===== src/rtl/key_step_conditioner.sv =====
// key_step_conditioner
//   Front end for the sequence-detector FSM. Synchronizes and debounces the
//   raw active-low step pushbutton, synchronizes the raw data switch, and
//   emits one clean single-cycle step pulse per physical press together with
//   the data bit sampled on that press. The detector advances on step and
//   consumes w_out, so it never clocks off the bouncing key directly.
//
// Ports
//   clock       in   1            system clock, rising edge
//   reset       in   1            asynchronous, active-high reset
//   key_n       in   1            raw pushbutton, low = pressed, async to clock
//   sw_w        in   1            raw data switch, async to clock
//   step        out  1            one-cycle pulse per accepted press
//   w_out       out  1            w sampled on the step cycle, held until next step
//   key_held    out  1            high while the key is considered pressed
//   step_count  out  COUNT_WIDTH  accepted presses, modulo 2**COUNT_WIDTH
module key_step_conditioner #(
  parameter int DEBOUNCE_CYCLES = 500000,
  parameter int CNT_WIDTH       = 20,
  parameter int COUNT_WIDTH     = 8
) (
  input  logic                   clock,
  input  logic                   reset,
  input  logic                   key_n,
  input  logic                   sw_w,
  output logic                   step,
  output logic                   w_out,
  output logic                   key_held,
  output logic [COUNT_WIDTH-1:0] step_count
);

  typedef enum logic [1:0] {
    IDLE         = 2'd0,
    PRESS_WAIT   = 2'd1,
    PRESSED      = 2'd2,
    RELEASE_WAIT = 2'd3
  } state_t;

  localparam logic [CNT_WIDTH-1:0]   CNT_LAST  = CNT_WIDTH'(DEBOUNCE_CYCLES - 1);
  localparam logic [CNT_WIDTH-1:0]   CNT_ONE   = CNT_WIDTH'(1);
  localparam logic [COUNT_WIDTH-1:0] COUNT_ONE = COUNT_WIDTH'(1);

  state_t                 state, state_nxt;
  logic [CNT_WIDTH-1:0]   cnt, cnt_nxt;
  logic                   key_p0, key_p1;
  logic                   w_p0, w_p1;
  logic                   step_nxt;
  logic                   w_out_nxt;
  logic                   key_held_nxt;
  logic [COUNT_WIDTH-1:0] step_count_nxt;

  // Stage p0/p1: two-FF synchronizers. The key chain resets to 1 so a reset
  // never looks like a press; a key held through reset is re-debounced.
  always_ff @(posedge clock or posedge reset) begin
    if (reset) begin
      key_p0 <= 1'b1;
      key_p1 <= 1'b1;
      w_p0   <= 1'b0;
      w_p1   <= 1'b0;
    end else begin
      key_p0 <= key_n;
      key_p1 <= key_p0;
      w_p0   <= sw_w;
      w_p1   <= w_p0;
    end
  end

  // Stage p2: debounce FSM state and registered outputs.
  always_ff @(posedge clock or posedge reset) begin
    if (reset) begin
      state      <= IDLE;
      cnt        <= '0;
      step       <= 1'b0;
      w_out      <= 1'b0;
      key_held   <= 1'b0;
      step_count <= '0;
    end else begin
      state      <= state_nxt;
      cnt        <= cnt_nxt;
      step       <= step_nxt;
      w_out      <= w_out_nxt;
      key_held   <= key_held_nxt;
      step_count <= step_count_nxt;
    end
  end

  always_comb begin
    state_nxt      = state;
    cnt_nxt        = cnt;
    step_nxt       = 1'b0;
    w_out_nxt      = w_out;
    step_count_nxt = step_count;

    unique case (state)
      IDLE: begin
        if (!key_p1) begin
          state_nxt = PRESS_WAIT;
          cnt_nxt   = '0;
        end
      end
      PRESS_WAIT: begin
        if (key_p1) begin
          state_nxt = IDLE;
        end else if (cnt == CNT_LAST) begin
          // The only place a step is generated: once per IDLE->PRESSED pass.
          state_nxt      = PRESSED;
          step_nxt       = 1'b1;
          w_out_nxt      = w_p1;
          step_count_nxt = step_count + COUNT_ONE;
        end else begin
          cnt_nxt = cnt + CNT_ONE;
        end
      end
      PRESSED: begin
        if (key_p1) begin
          state_nxt = RELEASE_WAIT;
          cnt_nxt   = '0;
        end
      end
      RELEASE_WAIT: begin
        if (!key_p1) begin
          // Release bounce: back to PRESSED without issuing another step.
          state_nxt = PRESSED;
        end else if (cnt == CNT_LAST) begin
          state_nxt = IDLE;
        end else begin
          cnt_nxt = cnt + CNT_ONE;
        end
      end
      default: state_nxt = IDLE;
    endcase

    key_held_nxt = (state_nxt == PRESSED) || (state_nxt == RELEASE_WAIT);
  end

endmodule


===== config.mk =====
export PLATFORM = sky130hd
export DESIGN_NAME = key_step_conditioner
export DESIGN_NICKNAME = d
export VERILOG_FILES = /design/src/rtl/key_step_conditioner.sv
export SDC_FILE = /design/constraint.sdc
export NUM_CORES = 1
export LEC_CHECK = 0
export CAP_MARGIN = 20
export CORE_AREA = 2 2 67 69
export CTS_BUF_LIST = sky130_fd_sc_hd__clkbuf_2 sky130_fd_sc_hd__clkbuf_4 sky130_fd_sc_hd__clkbuf_8
export DETAILED_ROUTE_END_ITERATION = 10
export DIE_AREA = 0 0 69 71
export DONT_BUFFER_PORTS = 1
export PLACE_DENSITY = 0.66
export SLEW_MARGIN = 5
export SYNTH_ARGS = -nofsm -noshare
export SYNTH_HDL_FRONTEND = slang
export SYNTH_SLANG_ARGS = --single-unit

===== constraint.sdc =====
create_clock -name clock -period 2 [get_ports clock]
set_clock_uncertainty 0.2 [all_clocks]
set_input_delay 0.4 -clock clock [delete_from_list [all_inputs] [get_ports clock]]
set_output_delay 0.4 -clock clock [all_outputs]
set_load 0.05 [all_outputs]

# After elaboration in Yosys (flattened, before gate mapping)
# Index checks and enable logic that the tools add are counted.
totals:
  register_bits: 37
  in_bits: 4
  output_inout_bits: 11
  elab_cells: 43
op_classes:
  add_sub_neg: 2
  eq_ne: 10
  muxes: 16
  bitwise_logic: 1
  reduce_logical: 4
op_table:
  columns: ["op", "count"]
  rows:
  - ["2-to-1 mux 20 bit", 5]
  - ["case mux 20 bit (4 select lines)", 1]
  - ["adder 20 x 1 -> 20 bit, second input constant", 1]
  - ["== test 20 x 19 -> 1 bit, second input constant", 1]
  - ["2-to-1 mux 2 bit", 6]
  - ["adder 8 x 1 -> 8 bit, second input constant", 1]
  - ["== test 2 bit, second input constant", 4]
  - ["!= test 2 bit, second input constant", 4]
  - ["case mux 2 bit (4 select lines)", 1]
  - ["AND reduction 4 bit", 1]
  - ["2-to-1 mux 1 bit", 3]
  - ["AND reduction 3 bit", 1]
  - ["== test 2 x 1 -> 1 bit, second input constant", 1]
  - ["logical NOT 2 bit", 1]
  - ["logical OR 1 bit", 1]
  - ["NOT 1 bit", 1]

# Depth between registers and ports, before layout
logic_depth:
  ltp_word: 6
  mapped_depth: 7
  mapped_depth_nobuf: 6

# Worst setup path before layout
# OpenSTA, ideal clock, no wires.
synth_path:
  path_type: "flip-flop to flip-flop"
  startpoint: "reg cnt[13]"
  endpoint: "reg step_count[1]"
  setup_ps: 125
  arrival_ps: 1855
  required_ps: 1675
  setup_slack_ps: -179
  stages_incl_launch_ff: 6
  n_path_buf: 1
  period_less_slack_ps: 2179
  cell_sequence: "dfrtp_1 -> inv_1 -> or4_1 -> buf_2 -> nor4b_4 -> mux2_2"
synth_via:
  elab_chain_cells: 2
synth_rtl:
  columns: ["item", "line", "source"]
  rows:
  - ["from (decl)", "44", "logic [CNT_WIDTH-1:0] cnt, cnt_nxt;"]
  - ["from (signal assigned)", "79", "cnt <= cnt_nxt;"]
  - ["== test 20 x 19 -> 1 bit", "104", "end else if (cnt == CNT_LAST) begin"]
  - ["AND reduction 3 bit (no line)", null, null]
  - ["to (signal assigned)", "83", "step_count <= step_count_nxt;"]
  - ["to (decl)", "29", "output logic [COUNT_WIDTH-1:0] step_count"]
# No other way between the ends.
# A chain may end at the register's enable or synchronous reset.

# Final worst setup path
layout_path:
  startpoint: "reg cnt[19]"
  endpoint: "reg step_count[1]"
# The elaborated chain is that of the path after synthesis.

==> results.toml <==
[synth]
yosysUniqueCellTypes = 30
synth_top_flop_cell = "dfrtp_1"
avgSynthCellArea_um2 = 9.68
async_flop_share_pct = 100
ys_ff_latch = 37
synth_xor_area_share_pct = 3.81
synth_top_family_by_area = "simple AND/OR/NAND/NOR gates"
seq_area_frac_synth_pct = 50.5
syn-cell-area_um2 = 1840
synth_compound_area_share_pct = 16.1
synthSimpleGateAreaFrac_pct = 23.5
yosys.area_share.adder_pct = 1.36
syn-num-nets = 196
post_synth_mux_area_share_pct = 1.22
synth-warning-count = 0
syn_inst = 190
synth_edf_count = 0

[power_and_ir_drop]
power_density_nw_per_um2 = 633
leakage_nw = 1.15
power_mw = 1.64
ir_worst_vdd_mv = 0.371

[grt]
grt_overflow = 0
grt_start_max_net_pins = 38
grt_pass1_vias = 1676
antenna_found_initial = 0
grt_pass1_wl_um = 8070
grt_usage_pct = 20.5

[sta]
setup_viol = 5
worst_pin_slew_ns = 0.517
final_max_slew_viol_count = 0
clock.fmax_ghz = 0.493
fin_tns_setup_ns = -0.117
slew_headroom_pct = 65.5
fin_ws_ns = -0.0300
hold_violations = 0
post-route-period-util_pct = 102
layout_min_cycle_time_ns = 2.03
rsz0062_at_grt = "yes"

[worst_setup_path]
end_kind = "flop"
reg2regPathDepth = 4
startpoint = "cnt[19]"
worstReg2RegEnd = "step_count[1]"
reg2reg_from = "cnt[19]"
cp-start-kind = "flop"
cp_data_required_time_ns = 1.97
cp-endpoint = "step_count[1]"
arrival_ns = 2.00
worstSetupPathType = "flop to flop"
cp_max_fo = 6
reg2reg_slack_ns = -0.03

[final_layout]
drive_above_1_share_pct = 38.9
layout.nets = 252
fin_util_pct = 61.8
n_antenna_cell = 0
instances_no_fill = 299
syn2layout_area_growth_pct = 41.2
fillCellCount = 359

[route]
final_antenna_net_count = 0
via_count = 1718
wl_um = 4770
drt_pass1_iterations = 4
viasPerCell = 5.75
avgRoutedWirePerCell_um = 15.9
drc = 0
dr.first_iter.drc_count = 80

[job]
maxCapViolCount = 0

[clocking]
cts.htree.levels = 2
tritoncts = "yes"
cts-root-buf = "clkbuf_8"
cts.sink_count = 37
cts_made_buffers = 5
clk_pin_slew_ns = 0.08
clock_latency_ns = 0.29
cts_buffer_depth = 2

[floorplan]
rows = 24
start_util_pct = 43.7
pin_count = 15
fp.dieW_um = 69
core_um2 = 4200
die_h_um = 71
dieArea_um2 = 4900

[placement]
dp.cells = 278
dp_slack_ns = -0.164
numPortBuffers = 0
hpwl_um = 3310
gp_congestion = 0.892

[outcome]
failed_checks = "setup timing"
status = "finished, violations left"

[worst_hold_path]
hp-class = "flop to flop"
[timing repair]
action	CTS	global route
pin swaps	2	8
gates resized for setup	7	24
gates cloned	0	0
endpoints found under the hold margin	37	0
hold buffers	3	0
setup buffers	2	8
setup endpoints to repair	26	24
[worst min-delay path by stage]
stage | from | end | slack (ns) | depth (start not counted)
after CTS | w_p0 | w_p1 | 0.15 | 0
after global placement | w_p0 | w_p1 | 0.14 | 0
after global routing | w_p0 | w_p1 | 0.16 | 0
final | w_p0 | w_p1 | 0.15 | 0
after detailed placement | w_p0 | w_p1 | 0.13 | 0
after floorplan | w_p0 | w_p1 | 0.13 | 0
[routing by layer]
layer  track usage [%]  vias up  share of wire (%)
li1                  -      810                  -
met1              26.0      855                 41
met2              35.1       45                 52
met3              4.27        8                4.7
met4              6.75        0                1.7
met5                 0        -                  0
[cell usage in the layout (no fill, tap or decap), types with 2 or more instances in the layout]
cell	n
o21ai_0	21
dfrtp_1	33
or4_1	2
nor4_2	3
xor2_1	2
o31ai_4	2
a31oi_1	4
nand4_1	10
buf_4	50
or4_4	2
nand2_1	12
o21ai_2	2
o21ai_1	2
a21oi_1	5
mux2_4	2
or2_2	2
o31ai_1	9
dlygate4sd3_1	3
and2_1	3
nor4_1	2
and3_1	2
nor2_1	8
nand3_2	3
xnor2_1	6
buf_6	5
clkbuf_8	5
dfrtp_2	2
nand3_1	13
nor2_2	2
nand2b_1	3
dfstp_2	2
bufinv_16	2
inv_1	6
[cell type report]
type / count / area, um2 / share of cell area (%)
clock buffers: 5 / 68.8 / 2.65
clock inverters: 3 / 65.1 / 2.50
inverters: 6 / 22.5 / 0.867
multi-input cells: 137 / 963 / 37.1
flip-flops and latches: 37 / 931 / 35.8
well taps: 52 / 65.1 / 2.50
repair buffers: 59 / 482 / 18.5
[cell usage after synthesis (2+ instances only)]
master | instances | area, um2
nand4_1 | 10 | 62.6
dfrtp_1 | 35 | 876
clkbuf_1 | 7 | 26.3
dfstp_2 | 2 | 52.6
and4_1 | 2 | 17.5
nor2_1 | 10 | 37.5
o31ai_1 | 10 | 75.1
inv_1 | 6 | 22.5
or4_1 | 4 | 30.0
buf_2 | 3 | 15.0
a21oi_1 | 6 | 30.0
or2_2 | 3 | 18.8
mux2_2 | 2 | 22.5
o21ai_0 | 25 | 125
xor2_1 | 2 | 17.5
nand3_1 | 16 | 80.1
ha_1 | 2 | 25.0
nand2_1 | 14 | 52.6
or3_1 | 2 | 12.5
a31oi_1 | 4 | 25.0
and2_1 | 3 | 18.8
nand2b_1 | 3 | 18.8
and3_1 | 2 | 12.5
xnor2_1 | 6 | 52.6
nor4_1 | 6 | 37.5
[worst max-delay path, cell delays in order (launching register included)]
cell,delay (ns)
dfrtp_1,0.38
or4_4,0.60
nor4b_4,0.28
buf_6,0.16
mux2_4,0.30
[per-stage QoR]
stage	hold slack [ns]	instance area (um2)
finish	0.150	2600
CTS	0.151	2440
detailed placement	0.135	2240
floorplan	0.131	1870
global placement	0.138	2240
global route	0.162	2600
[report_power, final]
group | internal (mW) | switching, mW
Combinational | 0.0454 | 0.0599
Clock | 0.495 | 0.272
Sequential | 0.762 | 0.00985
Total | 1.30 | 0.342
[logic make-up after synthesis]
kind of cell	after synthesis
simple gates	77
compound gates	48
flops	37
buf+inv	16
xor+xnor	8
mux	2
fa+ha+maj	2
[state kept, by name, summed over array words and instances (netlist names)]
| signal | flops |
|---|---|
| w_p1 | 1 |
| step | 1 |
| key_p0 | 1 |
| step_count | 8 |
| key_p1 | 1 |
| w_out | 1 |
| key_held | 1 |
| state | 2 |
| w_p0 | 1 |
| cnt | 20 |
Power figures use the tool's default switching activity.
==> RTL edit, RTL diff (same settings) <==
Put one more register stage on the output `step`, without a reset. The value now appears one clock later. The other outputs are not delayed to match. Comments in the files are not updated.
--- a/src/rtl/key_step_conditioner.sv
+++ b/src/rtl/key_step_conditioner.sv
@@ -41,4 +41,6 @@
   localparam logic [COUNT_WIDTH-1:0] COUNT_ONE = COUNT_WIDTH'(1);
 
+  logic step_s0;
+
   state_t                 state, state_nxt;
   logic [CNT_WIDTH-1:0]   cnt, cnt_nxt;
@@ -71,5 +73,5 @@
       state      <= IDLE;
       cnt        <= '0;
-      step       <= 1'b0;
+      step_s0    <= 1'b0;
       w_out      <= 1'b0;
       key_held   <= 1'b0;
@@ -78,5 +80,5 @@
       state      <= state_nxt;
       cnt        <= cnt_nxt;
-      step       <= step_nxt;
+      step_s0    <= step_nxt;
       w_out      <= w_out_nxt;
       key_held   <= key_held_nxt;
@@ -134,4 +136,8 @@
   end
 
+  always_ff @(posedge clock) begin
+    step <= step_s0;
+  end
+
 endmodule
 
Behaviour: same outputs for any inputs over 10 cycles, from zero or initial values and one cycle with reset high; that may be too few to reach the edited logic, so the function may still have changed.
==> RTL edit against the original RTL <==
The flow still finishes with violations (negative setup slack). Final area down 1.2%. Cell count shrank 2.3%. Worst setup slack lost 2.1 ps. Area after synthesis increased by 1.1%. Global-route usage about the same. Total power up 4.2%. Clock power rose by 5.9%. Routed wire length hardly changed. Sequential cell count is 1 higher. Fmax down 0.10%. Critical path type unchanged. Critical endpoint is now w_out.
==> RTL edit: results (changes against the original RTL) <==
VDD IR-drop max 331 uV (-11%); Final WS setup -32.2 ps (-2.13 ps); Nets 245 (-2.8%); mux cell area share after synthesis 0.0121 (-0.000132); Leak 1.12 nW (-1.9%); final wirelength 4760 um (about the same); DR iter-0 viols 95 (+19%); post-DR vias/cell 5.85 (+1.9%); dpl ws -132 ps (+31.5 ps); Synthesized Nets 197 (+0.51%); non-filler cells, final 292 (-2.3%); post-synthesis xor/xnor area fraction 0.0377 (-0.000410); layout cells sized above 1 0.375 (-0.0137); GPL Wtd Cong 0.929 (+4.1%); register area share after synthesis 0.510 (+0.00533); Post-Synthesis Cells 191 (+0.53%); placed cells 279 (+0.36%); Setup violations, final 5 (unchanged); Compound-Gate Fraction of Synth Area 0.159 (-0.00174); Async SR Flop Fraction 0.974 (-0.0263); status finished, violations left; GRT Util Overall 0.205 (+0.000312); count of different cell masters after synthesis 31 (+3.3%); Least-Margin Pin Slew 523 ps (+5.73 ps); first-pass GRT wire length 8030 um (-0.52%); failing checks negative setup slack
RTL edit: cell types whose count changed after synthesis, sizes merged:
cell and change:
dfxtp +1
RTL edit: layout make-up:
class | count | area, um2
Sequential cell | 38 | 953
Inverter | 6 | 22.5
Tap cell | 52 | 65.1
Fill cell | 358 | 1640
Clock buffer | 6 | 82.6
Timing Repair Buffer | 51 | 413
Clock inverter | 2 | 60.1
Multi-Input combinational cell | 137 | 970
RTL edit: what timing repair did:
action,CTS,global route
pin swaps,6,7
gates cloned,0,0
endpoints found under the hold margin,37,0
buffers inserted,0,2
gates resized for setup,8,26
endpoints found under the setup margin,26,21
hold buffers,3,0
RTL edit: worst paths after layout:
check | startpoint | cells after the start | end
setup / recovery | cnt[19] | 4 | w_out
hold / removal | step_s0 | 0 | step
setup reg to reg | cnt[19] | 4 | w_out
hold reg to reg | step_s0 | 0 | step
max in group asynchronous | reset | 3 | key_p0
min in group asynchronous | reset | 3 | state[0]
RTL edit: metal layers:
layer | global-route usage | up-vias | wire length (um)
met5 | 0 | - | 0
met4 | 0.0828 | 0 | 128
met3 | 0.0499 | 14 | 216
met2 | 0.364 | 56 | 2450
met1 | 0.239 | 841 | 1970
li1 | - | 798 | -
RTL edit: cell families (layout without fill, tap and decap cells):
logic type	after synthesis	in the layout
XOR/XNOR	8	8
buffers and inverters	16	65
AO/OA/AOI/OAI	48	48
multiplexers	2	2
flip-flops	38	38
AND/OR/NAND/NOR	77	77
adder cells (fa/ha/maj)	2	2
RTL edit: report_power, final:
part           total (mW)  switching (mW)  internal, mW
sequential          0.790         0.00922         0.781
combinational       0.111          0.0624        0.0484
clock               0.812           0.280         0.532
total                1.71           0.352          1.36
RTL edit: per-stage QoR:
stage                     setup TNS [ps]  total power [mW]  hold slack [ps]  utilization  cell area (um2)
final                               -109              1.71              145        0.610             2570
after global routing                -625              1.77              165        0.610             2570
after CTS                          -98.2              1.71              148        0.584             2450
after detailed placement           -1130             0.902              129        0.535             2250
after global placement              -733             0.898              126        0.535             2250
after floorplan                     -913             0.857              124            -             1890
